## src/rtl/shift_sequencer.sv

```systemverilog
// Bouncing-pattern sequencer feeding an external zero-latency 8-bit barrel shifter.
// Steps once per prescaled tick and reverses direction instead of shifting set bits off the edge.
module shift_sequencer #(
  parameter int unsigned TICK_DIV = 50000000,
  parameter int unsigned N_BOUNCE = 4
) (
  input  logic       clk,
  input  logic       rst_n,
  input  logic       start,
  input  logic       stop,
  input  logic [7:0] seed,
  input  logic [1:0] step,
  output logic [7:0] sh_a,
  output logic       sh_dir,
  output logic [1:0] sh_amt,
  input  logic [7:0] sh_y,
  output logic [7:0] pattern,
  output logic       busy,
  output logic       done,
  output logic       stuck
);

  typedef enum logic {IDLE, RUN} state_t;

  state_t      state_q;
  logic [7:0]  pattern_q;
  logic        dir_q;
  logic [1:0]  amt_q;
  logic [31:0] presc_q;
  logic [7:0]  bounce_q;
  logic        consec_q;
  logic        busy_q;
  logic        done_q;
  logic        stuck_q;

  logic [7:0]  bounce_d;
  logic [2:0]  mask_sh;
  logic [7:0]  loss_mask;
  logic        lose;
  logic        tick;

  // Mask covers the amt+1 bits that the next shift would push off the edge.
  always_comb begin
    mask_sh   = 3'd7 - {1'b0, amt_q};
    loss_mask = dir_q ? (8'hFF >> mask_sh) : (8'hFF << mask_sh);
    lose      = (pattern_q & loss_mask) != 8'h00;
    tick      = presc_q == 32'(TICK_DIV - 1);
    bounce_d  = bounce_q + 8'd1;
  end

  always_ff @(posedge clk) begin
    if (!rst_n) begin
      state_q   <= IDLE;
      pattern_q <= 8'h00;
      dir_q     <= 1'b0;
      amt_q     <= 2'd0;
      presc_q   <= 32'd0;
      bounce_q  <= 8'd0;
      consec_q  <= 1'b0;
      busy_q    <= 1'b0;
      done_q    <= 1'b0;
      stuck_q   <= 1'b0;
    end else begin
      done_q <= 1'b0;
      case (state_q)
        IDLE: begin
          if (start && (seed != 8'h00)) begin
            pattern_q <= seed;
            amt_q     <= step;
            dir_q     <= 1'b0;
            presc_q   <= 32'd0;
            bounce_q  <= 8'd0;
            consec_q  <= 1'b0;
            stuck_q   <= 1'b0;
            busy_q    <= 1'b1;
            state_q   <= RUN;
          end
        end
        RUN: begin
          if (stop) begin
            state_q <= IDLE;
            busy_q  <= 1'b0;
          end else begin
            presc_q <= tick ? 32'd0 : presc_q + 32'd1;
            if (tick) begin
              if (!lose) begin
                pattern_q <= sh_y;
                consec_q  <= 1'b0;
              end else begin
                dir_q    <= ~dir_q;
                bounce_q <= bounce_d;
                // Two bounces in a row means no legal move either way.
                if (consec_q) begin
                  stuck_q <= 1'b1;
                  done_q  <= 1'b1;
                  busy_q  <= 1'b0;
                  state_q <= IDLE;
                end else if (bounce_d == 8'(N_BOUNCE)) begin
                  done_q  <= 1'b1;
                  busy_q  <= 1'b0;
                  state_q <= IDLE;
                end else begin
                  consec_q <= 1'b1;
                end
              end
            end
          end
        end
        default: state_q <= IDLE;
      endcase
    end
  end

  assign sh_a    = pattern_q;
  assign sh_dir  = dir_q;
  assign sh_amt  = amt_q;
  assign pattern = pattern_q;
  assign busy    = busy_q;
  assign done    = done_q;
  assign stuck   = stuck_q;

endmodule

```

## config.mk

```make
export PLATFORM = sky130hd
export DESIGN_NAME = shift_sequencer
export DESIGN_NICKNAME = d
export VERILOG_FILES = /design/src/rtl/shift_sequencer.sv
export SDC_FILE = /design/constraint.sdc
export NUM_CORES = 1
export LEC_CHECK = 0
export ABC_AREA = 1
export CAP_MARGIN = 20
export CORE_MARGIN = 4
export CORE_UTILIZATION = 40
export CTS_CLUSTER_DIAMETER = 80
export CTS_CLUSTER_SIZE = 8
export DETAILED_ROUTE_END_ITERATION = 10
export SETUP_SLACK_MARGIN = 0.02
export SLEW_MARGIN = 20
export SYNTH_ARGS = -nofsm -noshare
export SYNTH_HDL_FRONTEND = slang
export SYNTH_SLANG_ARGS = --single-unit
```

## constraint.sdc

```tcl
create_clock -name clk -period 5 [get_ports clk]
set_input_delay 1 -clock clk [delete_from_list [all_inputs] [get_ports clk]]
set_output_delay 1 -clock clk [all_outputs]
set_load 0.005 [all_outputs]
```

# Word-level counts from Yosys, hierarchy flattened
# Index checks and enable logic that the tools add are counted.
# W data, S select, Z words.
# totals
latchBits	0
memories	0
register_bits	56
word_cells	89
romBits	0
inputBits	22
output_inout_bits	22
mem_bits_rw	0
# op_classes
n_shift	2
n_div	0
add_sub_neg	3
n_mul	0
n_lt_le_gt_ge	0
eq_ne	11
muxes	46
bitwise	6
reduce_logical	11
# op_table
cell	n
$mux W32	3
$mux W8	9
$pmux W32 S2	1
$add A32 B1 Y32 const B	1
$eq A32 B26 Y1 const B	1
$pmux W8 S2	2
$mux W1	26
$reduce_bool A8 Y1	2
$reduce_and A4 Y1	3
$pmux W1 S2	5
$add A8 B1 Y8 const B	1
$and A8 B8 Y8	1
$eq A8 B3 Y1 const B	1
$shl A8 B3 Y8 const A	1
$shr A8 B3 Y8 const A	1
$ne A2 B1 Y1 const B	3
$ne A2 B2 Y1 const B	3
$ne A3 B2 Y1 const B	2
$not A1 Y1	5
$reduce_and A5 Y1	1
$reduce_or A5 Y1	1
$ne A4 B2 Y1 const B	1
$reduce_and A2 Y1	2
$reduce_and A3 Y1	1
other kinds (2)	2

# Longest topological paths before layout
# Gate-level depths: netlist (run 1).
# logic_depth
ltp_word	9
depth_mapped	12

# Worst setup path after synthesis (run 1)
# OpenSTA, ideal clock, no wires.
# synth_timing
kind	input-to-reg
start	in seed[6]
end	reg pattern_q[0] (netlist: pattern[0])
path_slack_ps	2852
stages	9
t_arrival_ps	2078
cell_sequence	nor2_1 > nand3_1 > o21ai_2 > nand2_1 > buf_4 > buf_4 > nand3_2 > nand2_1 > a21oi_1
# synth_via
elab_chain_cells	4
# synth_lines
element	line_no	text
from (decl)	11	input logic [7:0] seed,
$reduce_bool A8 Y1	67	if (start && (seed != 8'h00)) begin
$logic_and A1 B1 Y1	67	
$ne A2 B2 Y1 (no line)	--	
$reduce_and A4 Y1 (no line)	--	
to (signal assigned)	87	pattern_q <= sh_y;
to (decl)	26	logic [7:0] pattern_q;
# Every way passes these cells.
# A chain may end at the register's enable or synchronous reset.

# Worst setup path in the final report (run 1)
# layout_timing
start	in seed[3]
end	reg bounce_q[0]
# layout_via
elab_chain_cells	4
# layout_lines
element	line_no	text
$reduce_bool A8 Y1	67	
$logic_and A1 B1 Y1	67	
$ne A2 B2 Y1 (no line)	--	
$reduce_and A4 Y1 (no line)	--	
to (signal assigned)	91	bounce_q <= bounce_d;
to (decl)	30	logic [7:0] bounce_q;
# Every way passes these cells.

==> results of run 1 <==
## cells by family (layout without fill, tap and decap cells)
logic type      count (synthesis)  in the layout  synth area share
simple gates                  350            350            0.4448
buf+inv                        84            114            0.1078
compound gates                 60             60           0.09332
flops                          56             56            0.3253
xor+xnor                        7              7           0.01779
fa+ha+maj                       3              3           0.01089
## layout make-up
class	instances	area, um^2
fill	895	4312
multi-input combinational	420	1953
sequential	56	1121
timing repair buffer	45	445.4
inverter	61	229.0
tap	105	131.4
clock buffer	6	72.57
clock inverter	2	35.03
## worst min-delay path, stage by stage, from the launching register on
cell,delay [ns]
dfxtp_1,0.32
inv_1,0.04
a21oi_1,0.05
## worst max-delay path by stage
| stage | slack, ns | cells past startpoint | endpoint | start |
|---|---|---|---|---|
| after detailed placement | 1.58 | 11 | bounce_q[0]$_SDFFE_PN0P_ | seed[3] |
| after global placement | 1.66 | 11 | bounce_q[0]$_SDFFE_PN0P_ | start |
| after global routing | 1.66 | 9 | bounce_q[2]$_SDFFE_PN0P_ | state_q$_SDFF_PN0_ |
| after floorplan | 2.85 | 9 | pattern[0]$_SDFFE_PN0P_ | seed[6] |
| after CTS | 1.90 | 11 | bounce_q[0]$_SDFFE_PN0P_ | seed[3] |
| final | 1.87 | 11 | bounce_q[0]$_SDFFE_PN0P_ | seed[3] |
## where the power goes
part	internal, W	switching (W)
Clock	0.000149	0.000150
Sequential	0.000456	0.0000129
Combinational	0.0000559	0.0000713
Total	0.000661	0.000234
## metrics by stage
| step | utilization | cell area, um^2 | total power (W) |
|---|---|---|---|
| after detailed placement | 0.4675 | 3880 | 0.0006065 |
| after global placement | 0.4675 | 3880 | 0.0006058 |
| after global routing | 0.4805 | 3988 | 0.0009361 |
| after floorplan | - | 3446 | 0.0005534 |
| final | 0.4805 | 3988 | 0.0008949 |
| after CTS | 0.4805 | 3988 | 0.0009038 |
## state kept, by name (all words and copies together) (netlist names)
name / count
presc_q: 32
bounce_q: 8
pattern: 8
sh_amt: 2
busy: 1
consec_q: 1
done: 1
sh_dir: 1
state_q: 1
stuck: 1
## cell usage in the layout, fill, tap and decap left out
| master | n |
|---|---|
| xor2_1 | 4 |
| inv_1 | 55 |
| nand4_1 | 18 |
| buf_4 | 2 |
| nand3b_1 | 1 |
| and3_1 | 1 |
| o21ai_0 | 14 |
| o21bai_1 | 1 |
| nand2_2 | 4 |
| nand3_2 | 3 |
| clkdlybuf4s50_1 | 43 |
| nand2_1 | 165 |
| clkbuf_1 | 1 |
| or2_2 | 1 |
| nand3_1 | 52 |
| nor3b_1 | 2 |
| nor3_2 | 2 |
| clkbuf_8 | 5 |
| a21oi_4 | 1 |
| o21ai_1 | 1 |
| o21a_1 | 1 |
| nor2_1 | 82 |
| ha_1 | 3 |
| xnor2_1 | 3 |
| clkinv_2 | 1 |
| bufinv_16 | 1 |
| a31oi_1 | 1 |
| nor2_4 | 2 |
| a21oi_1 | 40 |
| nor3_1 | 14 |
| inv_2 | 6 |
| dfxtp_1 | 56 |
| nand3_4 | 1 |
| or2_0 | 1 |
| nor4_1 | 1 |
| o21ai_2 | 1 |
## layer usage
layer | up-vias | track usage | share of wire
li1 | 1860 | - | -
met1 | 1559 | 0.2825 | 0.51
met2 | 111 | 0.2967 | 0.41
met3 | 10 | 0.02422 | 0.066
met4 | 0 | 0.04352 | 0.0079
met5 | - | 0 | 0
==> summary.md, run 1 <==
| Metric | Value |
|---|---|
| CTS buffer count | `5` |
| Leading area contributor after synthesis | `dfxtp_1` |
| Hold Buf Count CTS | `0` |
| Pin count of the biggest net entering global routing | `30` |
| HPWL Detailed | `7.162 mm` |
| Top cells by area, synth | `dfxtp_1, nand2_1, nor2_1` |
| CP Max Fanout | `21` |
| Root Buffer | `clkbuf_8` |
| Worst slew margin | `0.3486` |
| WHS | `approximately 0.45 ns` |
| CORE AREA | `a little over 0.008 mm^2` |
| EDFF count, synth | `0` |
| Grt total ovfl | `0` |
| # port buffers | `43` |
| Initial antenna violation count | `0` |
| Final setup TNS | `0 ns` |
| Hold Crit Class | `register to register` |
| Die X | `100.8 um` |
| CTS tree | `done` |
| Inst Count DP | `roughly 700` |
| Synth top cells by count | `nand2_1, nor2_1, dfxtp_1` |
| Setup Fix Bufs, Post-CTS | `0` |
| Number of global-route vias before repair | `3232` |
| CP Class | `input port to register` |
| Type of origin of the critical path | `input port` |
| Clk sinks | `56` |
| Slowest-stage cell, CP | `clkdlybuf4s50_1` |
| FF-to-FF path depth | `11` |
| Hold Startpoint | `stuck$_SDFFE_PN0P_` |
| Family with the most delay on the worst path | `simple AND/OR/NAND/NOR gates` |
| Count leader, synth | `nand2_1` |
| Ys flop type | `dfxtp_1` |
| Synth Cell Area | `0.003446 mm^2` |
| Gate Count Post-Synth | `560` |
| Post-synth ARST share | `0` |
| Antenna-violating nets left | `0` |
| N_diodes | `0` |
| Worst Tran Pin Value | `0.9760 ns` |
| Final WL | `about 9.5 mm` |
| Die Area | `0.01016 mm^2` |
| Post-layout minimum cycle time | `3.127 ns` |
| Power per standard cell area | `224.4 mW/mm^2` |
| Die height | `100.8 um` |
| Initial Util | `0.4152` |
| Standard-cell row count | `33` |
| Layout area overhead | `15.72%` |
| Worst hold path depth | `2` |
| Fmax | `0.3198 GHz` |
| Netlist cell types | `35` |
| CP peak stage delay | `0.50 ns` |
| Endpoints failing setup | `0` |
| Critical path buffers and inverters | `3` |
| R2R Path End | `bounce_q[0]$_SDFFE_PN0P_` |
| Synth top area share | `0.3253` |
| Routed length per instance | `around 14 um` |
| IO Pins | `44` |
| DRT iter0 DRCs | `roughly 240` |
| Final worst-path setup slack | `about 1.9 ns` |
| Max cap viols | `0` |
| CP Data Arrival Time | `3.38 ns` |
| Reg-to-Reg Start | `state_q$_SDFF_PN0_` |
| Total GRT Usage | `0.1914` |
| TritonRoute pass-1 iters | `5` |
| Final net count | `614` |
| First-pass GRT wire length | `about 16 mm` |
| CP cell instances | `clkdlybuf4s50_1 > nor2_1 > nand2_1 > o21ai_2 > nand2_1 > inv_2 > a21oi_4 > nand2_1 > nand2_1 > inv_1 > nor2_1` |
| Post-route insts no fill | `695` |
| Syn Nets | `585` |
| Pleak | `1.449 nW` |
| H-tree depth | `2` |
| Hold path endpoint | `stuck$_SDFFE_PN0P_` |
| Pins Over Slew Limit | `0` |
| Tcrit/Tclk final | `0.6255` |
| Residual DRC | `0` |
| Clk_lat worst skew | `between 0.3 and 0.4 ns` |
| CTS max path bufs | `2` |
| Clk_skew | `0.01344 ns` |
| Total number of vias | `3540` |
| Sequential fraction of the synthesis area | `0.3253` |
| Final Hold Vio Count | `0` |
| RSZ-0062 raised after global routing | `false` |
| VDD IR max | `0.0001115 V` |
| Post-CTS sizing | `0` |
| DR vias/cell | `between 5 and 6` |
| Synth Area per Inst | `6.153 um^2` |
| Required @ worst endpoint | `5.26 ns` |
| Synth Warn # | `0` |
| Status | `finished, final reports clean` |
| Yosys reg bits | `56` |
| Flop-to-flop setup slack | `1.92 ns` |
| Dpl ws | `~1.6 ns` |
| Share of cells above drive strength 1 | `0.05085` |
| Clk slew on worst S/H paths | `0.11 ns` |
| CP Capture Type | `register` |
| Final Wtd Congestion | `about 0.9` |
| Most frequent CP cell | `nand2_1` |
Power figures use the tool's default switching activity.
==> run 2: changes to the inputs <==
Clock period 5 ns to 2.74 ns, I/O delays scaled along.
==> summary.md, run 2 (same netlist as run 1, synthesis figures left out) <==
| Metric | Value |
|---|---|
| Status | `finished, final reports clean` |
| Final Hold Vio Count | `0 (unchanged)` |
| Clk_skew | `0.007579 ns (-0.005864 ns)` |
| CP Data Arrival Time | `2.42 ns (-0.96 ns)` |
| Clk sinks | `56 (unchanged)` |
| Share of cells above drive strength 1 | `0.05724 (+0.006392)` |
| H-tree depth | `2 (unchanged)` |
| Final WL | `9.629 mm (+1.6%)` |
| Util after Layout | `0.4841 (+0.003619)` |
| IO Pins | `44 (unchanged)` |
| Grt total ovfl | `0 (unchanged)` |
| Fmax | `0.4573 GHz` |
| Die X | `100.8 um (unchanged)` |
| Final net count | `618 (+0.65%)` |
| Final setup TNS | `0 ns (unchanged)` |
| CORE AREA | `0.008299 mm^2 (unchanged)` |
| Multi-input gate area | `0.001953 mm^2 (unchanged)` |
| Type of origin of the critical path | `input port` |
| Max FFs per register | `32 (unchanged)` |
| Pins Over Slew Limit | `0 (unchanged)` |
| Required @ worst endpoint | `2.98 ns (-2.28 ns)` |
| DRT iter0 DRCs | `189 (-20%)` |
| DR vias/cell | `5.180 (+1.7%)` |
| Total number of vias | `3621 (+2.3%)` |
| Die height | `100.8 um (unchanged)` |
| RSZ-0062 raised after global routing | `false` |
| TritonRoute pass-1 iters | `4 (-1)` |
| WHS | `0.4519 ns (+0.001888 ns)` |
| CTS max path bufs | `2 (unchanged)` |
| CP Capture Type | `register` |
| Final Wtd Congestion | `0.9801 (+8.7%)` |
| Total GRT Usage | `0.1959 (+0.004506)` |
| Routed length per instance | `13.78 um (+0.99%)` |
| Worst slew margin | `0.6563 (+0.3077)` |
| Pin count of the biggest net entering global routing | `29 (-3.3%)` |
| Root Buffer | `clkbuf_8` |
| Clk_lat worst skew | `0.31 ns (about the same)` |
| Power per standard cell area | `407.3 mW/mm^2 (+82%)` |
| Sequential Area | `0.001121 mm^2 (unchanged)` |
| Hold Buf Count CTS | `0 (unchanged)` |
| VDD IR max | `0.0001790 V (+60%)` |
| CP Max Fanout | `28 (+33%)` |
| Endpoints failing setup | `0 (unchanged)` |
| # port buffers | `43 (unchanged)` |
| Worst Tran Pin Value | `0.5149 ns (-0.4611 ns)` |
| Tcrit/Tclk final | `0.7981` |
| Fill cells | `900 (+0.56%)` |
| Antenna-violating nets left | `0 (unchanged)` |
| CTS buffer count | `5 (unchanged)` |
| Number of global-route vias before repair | `3378 (+4.5%)` |
| Initial antenna violation count | `0 (unchanged)` |
| Initial Util | `0.4152 (unchanged)` |
| CTS tree | `done` |
| CP peak stage delay | `0.42 ns (-0.08 ns)` |
| Most frequent cells in the layout | `nand2_1, nor2_1, dfxtp_1, inv_1, nand3_1` |
| Max cap viols | `0 (unchanged)` |
| Standard-cell row count | `33 (unchanged)` |
| Largest Register | `presc_q` |
| Residual DRC | `0 (unchanged)` |
| First-pass GRT wire length | `16.23 mm (+3.5%)` |
| Most frequent CP cell | `nand2_1` |
| Setup Fix Bufs, Post-CTS | `0 (unchanged)` |
| Die Area | `0.01016 mm^2 (unchanged)` |
| N_diodes | `0 (unchanged)` |
| CP Class | `input port to register` |
| Hold Crit Class | `register to register` |
| CP cell instances | `clkdlybuf4s50_1 > nor2_1 > nand3_1 > o21ai_2 > nand2_1 > buf_4 > nand2_1 > nand2_2 > nor3b_1` |
| Layout area overhead | `16.59%` |
| Most common cell after layout, fill and taps aside | `nand2_1` |
| Pleak | `1.468 nW (+1.4%)` |
| Clk slew on worst S/H paths | `0.10 ns (about the same)` |
| Slowest-stage cell, CP | `clkdlybuf4s50_1` |
| Post-layout minimum cycle time | `2.187 ns` |
| Post-CTS sizing | `0 (unchanged)` |
| HPWL Detailed | `7.381 mm (+3.1%)` |
==> run 2: cell count changes in the layout (fill, tap and decap cells not counted) <==
cell / delta
buf_4: +4
==> run 2: per-layer routing <==
metal	vias to the layer above	routed length (um)	global-route usage
li1	1854	-	-
met1	1681	4842	0.2875
met2	78	4210	0.3078
met3	8	489	0.02353
met4	0	86	0.04145
met5	-	0	0
==> run 2: area by class of cell <==
class                      count  area share
tap                          105     0.03270
inverter                      61     0.05699
clock buffer                   6     0.01806
timing repair buffer          49      0.1183
multi-input combinational    420      0.4861
clock inverter                 2    0.008720
sequential                    56      0.2790
==> run 2: final timing paths <==
check / from / to / slack (ns) / cells past startpoint
worst min register to register: stuck$_SDFFE_PN0P_ / stuck$_SDFFE_PN0P_ / 0.45 / 2
worst min-delay path: stuck$_SDFFE_PN0P_ / stuck$_SDFFE_PN0P_ / 0.45 / 2
worst max register to register: presc_q[0]$_SDFFE_PN0P_ / sh_dir$_SDFFE_PN0P_ / 0.66 / 11
worst max-delay path: seed[6] / presc_q[4]$_SDFFE_PN0P_ / 0.55 / 9
==> run 2: power breakdown <==
part	total, W	switching, W	internal [W]
combinational	0.000241	0.000135	0.000106
sequential	0.000854	0.0000210	0.000833
clock	0.000542	0.000270	0.000272
==> run 2: critical path, delay by kind of cell <==
kind                   cells  cell delay, ns
buffers and inverters      2            0.67
and+or+nand+nor            6            0.96
AOI/OAI and AO/OA          1            0.23
==> run 2: per-stage QoR <==
step                      total power [W]  instances  setup WS [ns]  instance area, um^2
after floorplan                  0.001010        560          1.021                 3446
after global placement           0.001113        691         0.2948                 3910
after detailed placement         0.001114        691         0.2268                 3910
after CTS                        0.001664        699         0.5473                 4018
after global routing             0.001725        699         0.3137                 4018
final                            0.001637        699         0.5533                 4018
